$ cat config.mk
export PLATFORM = sky130hd
export DESIGN_NAME = multicycle_control
export DESIGN_NICKNAME = d
export VERILOG_FILES = /design/src/rtl/multicycle_control_pkg.sv /design/src/rtl/multicycle_control_outdec.sv /design/src/rtl/multicycle_control.sv
export SDC_FILE = /design/constraint.sdc
export NUM_CORES = 1
export LEC_CHECK = 0
export CAP_MARGIN = 25
export CORE_MARGIN = 2
export CORE_UTILIZATION = 43
export DETAILED_ROUTE_END_ITERATION = 6
export GPL_TIMING_DRIVEN = 1
export PLACE_DENSITY = 0.74
export SLEW_MARGIN = 15
export SYNTH_ARGS = -nofsm -noshare
export SYNTH_HDL_FRONTEND = slang
export SYNTH_HIERARCHICAL = 1
export SYNTH_SLANG_ARGS = --single-unit
$ cat constraint.sdc
create_clock -name clk -period 2.3 [get_ports clk]
set_input_delay 0.46 -clock clk [delete_from_list [all_inputs] [get_ports clk]]
set_output_delay 0.46 -clock clk [all_outputs]
set_load 0.05 [all_outputs]
$ cat src/rtl/multicycle_control_pkg.sv
// Shared definitions for the multicycle MIPS-style controller.
// Holds the supported opcodes, the 4-bit state encodings, and the
// encodings driven onto aluOp, ALUSrcB and PCSource.
package multicycle_control_pkg;

  // Instruction opcodes, bits [31:26] of the instruction word.
  localparam logic [5:0] OP_RTYPE = 6'b000000;
  localparam logic [5:0] OP_LW    = 6'b100011;
  localparam logic [5:0] OP_SW    = 6'b101011;
  localparam logic [5:0] OP_BEQ   = 6'b000100;
  localparam logic [5:0] OP_J     = 6'b000010;
  localparam logic [5:0] OP_ADDI  = 6'b001000;

  // Encodings 12..15 are unused and recover to S_FETCH.
  typedef enum logic [3:0] {
    S_FETCH  = 4'd0,
    S_DECODE = 4'd1,
    S_MEMADR = 4'd2,
    S_MEMRD  = 4'd3,
    S_MEMWB  = 4'd4,
    S_MEMWR  = 4'd5,
    S_EXEC   = 4'd6,
    S_ALUWB  = 4'd7,
    S_BRANCH = 4'd8,
    S_JUMP   = 4'd9,
    S_ADDIEX = 4'd10,
    S_ADDIWB = 4'd11
  } state_e;

  typedef enum logic [1:0] {
    ALUOP_ADD   = 2'b00,
    ALUOP_SUB   = 2'b01,
    ALUOP_FUNCT = 2'b10
  } aluop_e;

  typedef enum logic [1:0] {
    ALUSRCB_REG   = 2'b00,
    ALUSRCB_FOUR  = 2'b01,
    ALUSRCB_IMM   = 2'b10,
    ALUSRCB_IMMSH = 2'b11
  } alusrcb_e;

  // ALU result (PC+4), registered ALUOut (branch target), jump target.
  typedef enum logic [1:0] {
    PCSRC_ALU    = 2'b00,
    PCSRC_ALUOUT = 2'b01,
    PCSRC_JUMP   = 2'b10
  } pcsrc_e;

endpackage

$ cat src/rtl/multicycle_control_outdec.sv
// Combinational output decoder for the multicycle controller.
// Ports:
//   state_i      current FSM state
//   mem_ready_i  memory handshake (only affects FETCH strobes)
//   rst_i        synchronous reset; forces every output to 0
//   *_o          datapath strobes and mux selects
import multicycle_control_pkg::*;

module multicycle_control_outdec (
  input  logic [3:0] state_i,
  input  logic       mem_ready_i,
  input  logic       rst_i,
  output logic       pc_write_o,
  output logic       pc_write_cond_o,
  output logic       iord_o,
  output logic       mem_read_o,
  output logic       mem_write_o,
  output logic       mem_to_reg_o,
  output logic       ir_write_o,
  output logic       alu_src_a_o,
  output logic       reg_write_o,
  output logic       reg_dst_o,
  output logic [1:0] pc_source_o,
  output logic [1:0] alu_src_b_o,
  output logic [1:0] alu_op_o
);

  always_comb begin
    // NOTE: every output gets a default before the case so no path leaves
    // a signal unassigned; that is what keeps this block free of latches.
    pc_write_o      = 1'b0;
    pc_write_cond_o = 1'b0;
    iord_o          = 1'b0;
    mem_read_o      = 1'b0;
    mem_write_o     = 1'b0;
    mem_to_reg_o    = 1'b0;
    ir_write_o      = 1'b0;
    alu_src_a_o     = 1'b0;
    reg_write_o     = 1'b0;
    reg_dst_o       = 1'b0;
    pc_source_o     = PCSRC_ALU;
    alu_src_b_o     = ALUSRCB_REG;
    alu_op_o        = ALUOP_ADD;

    if (!rst_i) begin
      case (state_i)
        S_FETCH: begin
          mem_read_o  = 1'b1;
          alu_src_b_o = ALUSRCB_FOUR;
          // The only Mealy outputs: latch the instruction and advance the PC
          // in the same cycle the read completes.
          ir_write_o  = mem_ready_i;
          pc_write_o  = mem_ready_i;
        end
        S_DECODE: alu_src_b_o = ALUSRCB_IMMSH;
        S_MEMADR: begin
          alu_src_a_o = 1'b1;
          alu_src_b_o = ALUSRCB_IMM;
        end
        S_MEMRD: begin
          mem_read_o = 1'b1;
          iord_o     = 1'b1;
        end
        S_MEMWB: begin
          mem_to_reg_o = 1'b1;
          reg_write_o  = 1'b1;
        end
        S_MEMWR: begin
          mem_write_o = 1'b1;
          iord_o      = 1'b1;
        end
        S_EXEC: begin
          alu_src_a_o = 1'b1;
          alu_op_o    = ALUOP_FUNCT;
        end
        S_ALUWB: begin
          reg_dst_o   = 1'b1;
          reg_write_o = 1'b1;
        end
        S_BRANCH: begin
          alu_src_a_o     = 1'b1;
          alu_op_o        = ALUOP_SUB;
          pc_write_cond_o = 1'b1;
          pc_source_o     = PCSRC_ALUOUT;
        end
        S_JUMP: begin
          pc_write_o  = 1'b1;
          pc_source_o = PCSRC_JUMP;
        end
        S_ADDIEX: begin
          alu_src_a_o = 1'b1;
          alu_src_b_o = ALUSRCB_IMM;
        end
        S_ADDIWB: reg_write_o = 1'b1;
        default: ;
      endcase
    end
  end

endmodule

$ cat src/rtl/multicycle_control.sv
// Multicycle MIPS-style main controller.
// Ports:
//   clk, rst        clock and synchronous active-high reset
//   opcode          instruction bits [31:26] (sampled in DECODE/MEMADR only)
//   mem_ready       memory completion handshake (FETCH/MEMRD/MEMWR only)
//   PCWrite..aluOp  datapath strobes and selects (from the output decoder)
//   illegal_op      one-cycle pulse after DECODE sees an unsupported opcode
//   retired         wrapping count of completed instructions
//   state_dbg       current state encoding
import multicycle_control_pkg::*;

module multicycle_control #(
  parameter int CNT_W = 32
) (
  input  logic             clk,
  input  logic             rst,
  input  logic [5:0]       opcode,
  input  logic             mem_ready,
  output logic             PCWrite,
  output logic             PCWriteCond,
  output logic             IorD,
  output logic             MemRead,
  output logic             MemWrite,
  output logic             MemtoReg,
  output logic             IRWrite,
  output logic             ALUSrcA,
  output logic             RegWrite,
  output logic             RegDst,
  output logic [1:0]       PCSource,
  output logic [1:0]       ALUSrcB,
  output logic [1:0]       aluOp,
  output logic             illegal_op,
  output logic [CNT_W-1:0] retired,
  output logic [3:0]       state_dbg
);

  state_e           state_q, state_d;
  logic             illegal_q, illegal_d;
  logic [CNT_W-1:0] retired_q;
  logic             retire;

  always_comb begin
    state_d   = state_q;
    illegal_d = 1'b0;
    retire    = 1'b0;
    case (state_q)
      S_FETCH:  if (mem_ready) state_d = S_DECODE;
      S_DECODE: begin
        case (opcode)
          OP_LW, OP_SW: state_d = S_MEMADR;
          OP_RTYPE:     state_d = S_EXEC;
          OP_BEQ:       state_d = S_BRANCH;
          OP_J:         state_d = S_JUMP;
          OP_ADDI:      state_d = S_ADDIEX;
          default: begin
            // Abandon the instruction without retiring it.
            state_d   = S_FETCH;
            illegal_d = 1'b1;
          end
        endcase
      end
      S_MEMADR: state_d = (opcode == OP_LW) ? S_MEMRD : S_MEMWR;
      S_MEMRD:  if (mem_ready) state_d = S_MEMWB;
      S_MEMWR: begin
        if (mem_ready) begin
          state_d = S_FETCH;
          retire  = 1'b1;
        end
      end
      S_EXEC:   state_d = S_ALUWB;
      S_ADDIEX: state_d = S_ADDIWB;
      S_MEMWB, S_ALUWB, S_BRANCH, S_JUMP, S_ADDIWB: begin
        state_d = S_FETCH;
        retire  = 1'b1;
      end
      default:  state_d = S_FETCH;
    endcase
  end

  // NOTE: sequential state is updated with non-blocking assignments so every
  // register samples the pre-edge values, independent of statement order.
  always_ff @(posedge clk) begin
    if (rst) begin
      state_q   <= S_FETCH;
      illegal_q <= 1'b0;
      retired_q <= '0;
    end else begin
      state_q   <= state_d;
      illegal_q <= illegal_d;
      if (retire) retired_q <= retired_q + CNT_W'(1);
    end
  end

  multicycle_control_outdec u_outdec (
    .state_i         (state_q),
    .mem_ready_i     (mem_ready),
    .rst_i           (rst),
    .pc_write_o      (PCWrite),
    .pc_write_cond_o (PCWriteCond),
    .iord_o          (IorD),
    .mem_read_o      (MemRead),
    .mem_write_o     (MemWrite),
    .mem_to_reg_o    (MemtoReg),
    .ir_write_o      (IRWrite),
    .alu_src_a_o     (ALUSrcA),
    .reg_write_o     (RegWrite),
    .reg_dst_o       (RegDst),
    .pc_source_o     (PCSource),
    .alu_src_b_o     (ALUSrcB),
    .alu_op_o        (aluOp)
  );

  // Every output reads as zero / FETCH while reset is held.
  assign illegal_op = illegal_q & ~rst;
  assign retired    = rst ? '0 : retired_q;
  assign state_dbg  = rst ? S_FETCH : state_q;

endmodule

# Word-level counts from Yosys, hierarchy flattened
# Index checks and enable logic that the tools add are counted.
[classes]
addsub = 1
n_eq_ne = 19
muxes = 37
n_bitwise = 3
n_reduce_logical = 12
[op_table]
columns = ["op", "n"]
rows = [
  ["32-bit by 1-bit adder with 32-bit output (second input constant)", 1],
  ["32-bit two-way mux", 1],
  ["4-bit case mux with 7 select lines", 1],
  ["1-bit two-way mux", 21],
  ["4-bit case mux with 5 select lines", 1],
  ["4-bit by 3-bit equality test with 1-bit output (second input constant)", 4],
  ["4-bit equality test (second input constant)", 4],
  ["4-bit two-way mux", 4],
  ["6-bit equality test (second input constant)", 2],
  ["2-bit OR reduction", 5],
  ["4-bit by 2-bit equality test with 1-bit output (second input constant)", 2],
  ["2-bit case mux with 2 select lines", 2],
  ["6-bit by 2-bit equality test with 1-bit output (second input constant)", 1],
  ["6-bit by 3-bit equality test with 1-bit output (second input constant)", 1],
  ["6-bit by 4-bit equality test with 1-bit output (second input constant)", 1],
  ["6-bit zero test", 1],
  ["2-bit two-way mux", 3],
  ["2-bit != test (second input constant)", 3],
  ["2-bit case mux with 3 select lines", 1],
  ["6-bit OR reduction", 1],
  ["5-bit OR reduction", 1],
  ["4-bit by 1-bit equality test with 1-bit output (second input constant)", 1],
  ["4-bit zero test", 1],
  ["1-bit case mux with 2 select lines", 2],
  ["6 further kinds", 7],
]
[word_totals]
ff_bits = 37
inputBits = 9

# Depth between registers and ports, before layout
[logic_depth]
word_depth = 4
depth_mapped = 8

# By module
# The synthesis kept the hierarchy.
[by_module_without_submodules]
columns = ["module", "n_inst", "cells_per_inst", "area_each_um2", "seq_area_each_um2"]
rows = [
  ["multicycle_control", 1, 274, 2207.1, 740.7],
  ["multicycle_control_outdec", 1, 34, 260.2, 0.0],
]

# Worst setup path before layout
# Ideal clock, no wire load.
[synth_path]
path_type = "in2out"
start = "input port rst"
end = "output port IorD"
arrival_time_ps = 2321
required_time_ps = 1840
setup_slack_ps = -481
path_stages = 2
n_path_buf = 1
path_cell_list = "clkbuf_1 > nor4b_1"
[synth_via]
elab_chain_cells = 1
[synth_rtl]
columns = ["item", "line", "source"]
rows = [
  ["start: declaration", "multicycle_control.sv:16", "input logic rst,"],
  ["1-bit two-way mux", "multicycle_control_outdec.sv:45", "if (!rst_i) begin"],
  ["end: declaration", "multicycle_control.sv:21", "output logic IorD,"],
]
# No other way between the ends.

# Worst setup path in the final report
[layout_path]
start = "register state_q[3]"
end = "output port RegWrite"
[layout_via]
elab_chain_cells = 4
word_cells_on_any_way = 6
[layout_rtl]
columns = ["item", "line", "source"]
rows = [
  ["start: declaration", "multicycle_control.sv:37", "state_e state_q, state_d;"],
  ["start signal: assignment", "multicycle_control.sv:88", "state_q <= state_d;"],
  ["4-bit by 3-bit equality test with 1-bit output / 4-bit equality test (equally long branches)", "multicycle_control_outdec.sv:46", "case (state_i)"],
  ["3-bit OR reduction (no line) *", "--", ""],
  ["1-bit two-way mux *", "multicycle_control_outdec.sv:46", ""],
  ["1-bit two-way mux *", "multicycle_control_outdec.sv:45", ""],
  ["end: declaration", "multicycle_control.sv:27", "output logic RegWrite,"],
]
# Mark *: on every way between the ends. The rest lies on a longest branch, timed or not.

==> results.json <==
{
  "outcome": "completed",
  "clockBufferDepth": 2,
  "hold_viol": 0,
  "grt_pass1_wl_um": 10390,
  "postCtsSetupBuffers": 0,
  "synth-main-ff-cell": "dfxtp_1",
  "cts_tree": "built",
  "drive_above_1_share_pct": 25.00,
  "drt-initial-drc-count": 85,
  "finClkSkew_ns": 0.006026,
  "ant_nets": 0,
  "wl_per_cell_um": 13.59,
  "p_comb_share_pct": 16.1,
  "worst_slew_pin_slew_ns": 0.5447,
  "place.gp.congestion": 0.7658,
  "maxCapViolations": 0,
  "period_share_pct": 97.04,
  "cts_root_buffer": "clkbuf_8",
  "floorplan.initialDensity_pct": 44.53,
  "use_met3_pct": 4.751,
  "drc": 0,
  "synthCells": 308,
  "die_w_um": 79.75,
  "leakagePower_nw": 1.283,
  "postSynthAreaPerCell_um2": 8.011,
  "hpwl_um": 4333,
  "rsz0062_at_grt": "true",
  "numCtsBuffers": 5,
  "layout_commonest_cell": "nor2b_1",
  "powerDensity_mw_per_mm2": 370.4,
  "cts_hold_buf": 0,
  "overflow": 0,
  "cp_max_fo": 9,
  "max_freq_ghz": 0.4481,
  "grt_usage_pct": 19.89,
  "max_stage_delay_ns": 0.46,
  "clock_power_share_pct": 33.9,
  "met1_usage_pct": 25.17,
  "final_nets": 377,
  "placed_area_mm2": 0.003428,
  "coreArea_mm2": 0.005540,
  "end_kind": "primary output",
  "drv_slew": 0,
  "power.internal_mw": 0.9494,
  "fin_util_pct": 63.71,
  "wirelength_um": 5979,
  "final_area_mm2": 0.003530,
  "clock-sinks": 37,
  "synth_enable_flop_cells": 0,
  "grtUsageMet2_pct": 33.53,
  "antennaDiodeCount": 0,
  "seq_power_share_pct": 49.9,
  "final_cell_mix": "nor2b_1 (38), dfxtp_1 (37), nor2_1 (34), buf_4 (34), buf_12 (33)",
  "syn_area_mm2": 0.002467,
  "maxSlewHeadroom_pct": 63.59,
  "cts_max_level": 2,
  "synth_seq_cells": 37,
  "postSynth.asyncResetShare_pct": 0,
  "synth-seq-area-share_pct": 30.02,
  "via_per_inst": 5.459,
  "peakVddDrop_mv": 0.3794,
  "p_switching_mw": 0.3578,
  "setup_viol": 0,
  "clk_pin_slew_ns": 0.08,
  "synth_warnings": 6,
  "final_cells": 440,
  "grt_pass1_vias": 2304,
  "placed_cells": 432,
  "crit_type": "flip-flop to primary output",
  "cp_data_arrival_time_ns": 1.77,
  "synth_cell_types": 47,
  "clock_latency_ns": 0.29,
  "finalCriticalPeriod_ns": 2.232,
  "crit_path_top_delay_cell": "o32ai_1",
  "area_delta_synth_final_pct": 43.05,
  "worstPathRequired_ns": 1.84,
  "dr_total_vias": 2402,
  "p_sw_share_pct": 27.37,
  "gr-max-usage-layer": "met2",
  "syn-num-nets": 318,
  "die-area_mm2": 0.006360,
  "worstPathCellList": "buf_4, nand2b_1, o32ai_1, buf_12",
  "portBuffers": 61,
  "cp-start-kind": "flip-flop",
  "pin_count": 62,
  "num_rows": 27,
  "drt_pass1_iterations": 4,
  "hold_class": "flip-flop to flip-flop",
  "die-height_um": 79.75,
  "grt_max_degree": 68,
  "antenna_found_initial": 0
}
power groups by stage:
stage,clock network (mW),registers (mW),logic [mW]
2_1_floorplan,0,0.664,0.128
4_1_cts,0.448,0.653,0.210
3_3_place_gp,0,0.668,0.204
6_report,0.444,0.653,0.211
5_1_grt,0.476,0.654,0.226
3_5_place_dp,0,0.667,0.208
worst paths after layout:
check	from	end	slack [ns]	depth (start not counted)
max	state_q[3]	RegWrite	0.07	4
min	retired_q[1]	retired_q[1]	0.51	2
max reg2reg	state_q[3]	retired_q[21]	0.21	6
min reg2reg	retired_q[1]	retired_q[1]	0.51	2
per-stage QoR:
stage | setup TNS [ns] | hold WS [ns] | power, mW | setup slack [ns]
finish | 0 | 0.5100 | 1.307 | 0.06816
global placement | -0.1935 | 0.4895 | 0.8718 | -0.09713
detailed placement | -0.4625 | 0.4924 | 0.8753 | -0.1319
global route | -0.1187 | 0.5617 | 1.357 | -0.06399
CTS | 0 | 0.5020 | 1.311 | 0.04774
floorplan | -2.479 | 0.4569 | 0.7918 | -0.4806
cells by family (layout without fill, tap and decap cells):
group                    after synthesis  count (layout)  synth area share, %
AO/OA/AOI/OAI                         27              27                7.404
buffers and inverters                 26              86                6.186
multiplexers                           3               3                1.369
flip-flops                            37              37                30.02
XOR/XNOR                              27              27                9.584
adder cells (fa/ha/maj)                1               1               0.5070
AND/OR/NAND/NOR                      187             187                44.93
what timing repair did:
item / in CTS / in global routing
gates resized for setup: 2 / 3
pin swaps: 1 / 0
hold endpoints to repair: 0 / 0
setup endpoints to repair: 1 / 7
metal layers:
layer	part of all wire, %	vias up
met4	1.1	0
met2	47	73
li1	-	1205
met3	5.9	8
met1	46	1116
met5	0	-
cell type report:
| type | instances | area [um^2] |
|---|---|---|
| well taps | 72 | 90.09 |
| clock buffers | 6 | 72.57 |
| repair buffers | 75 | 989.7 |
| inverters | 3 | 11.26 |
| multi-input cells | 245 | 1615 |
| clock inverters | 2 | 10.01 |
| fillers | 492 | 2011 |
| flip-flops and latches | 37 | 740.7 |
synth_stat cells, types with 2 or more instances:
master,count,area [um^2]
nand2_1,16,60.06
xor2_1,12,105.1
nand2b_1,7,43.79
nand4_1,13,81.33
inv_1,3,11.26
and3_1,7,43.79
xnor2_1,15,131.4
a21oi_1,9,45.04
o21ai_0,6,30.03
a22o_1,2,17.52
and2_1,3,18.77
buf_4,6,45.04
nor4b_1,5,43.79
mux2_2,3,33.78
o211ai_1,2,15.01
nor3_1,17,85.08
and4_1,7,61.31
nor4_4,2,42.54
nand3_1,13,65.06
nor2_1,34,127.6
clkbuf_1,11,41.29
or4_1,2,15.01
buf_6,4,45.04
or3b_1,2,17.52
nor4_1,8,50.05
dfxtp_1,37,740.7
buf_2,2,10.01
nor4_2,2,25.02
nor2b_1,39,244.0
or3_1,2,12.51
sequential cells by signal, summed over array words and instances, names as in the netlist:
register	cells
retired_q	32
illegal_q	1
state_q	4
critical path: cells and delay by family, from the launching register on:
kind | cells | cell delay, ns
AND/OR/NAND/NOR | 1 | 0.23
AO/OA/AOI/OAI | 1 | 0.46
flip-flops | 1 | 0.39
buffers and inverters | 2 | 0.39
Note: power is estimated with default switching activity, not from simulation.
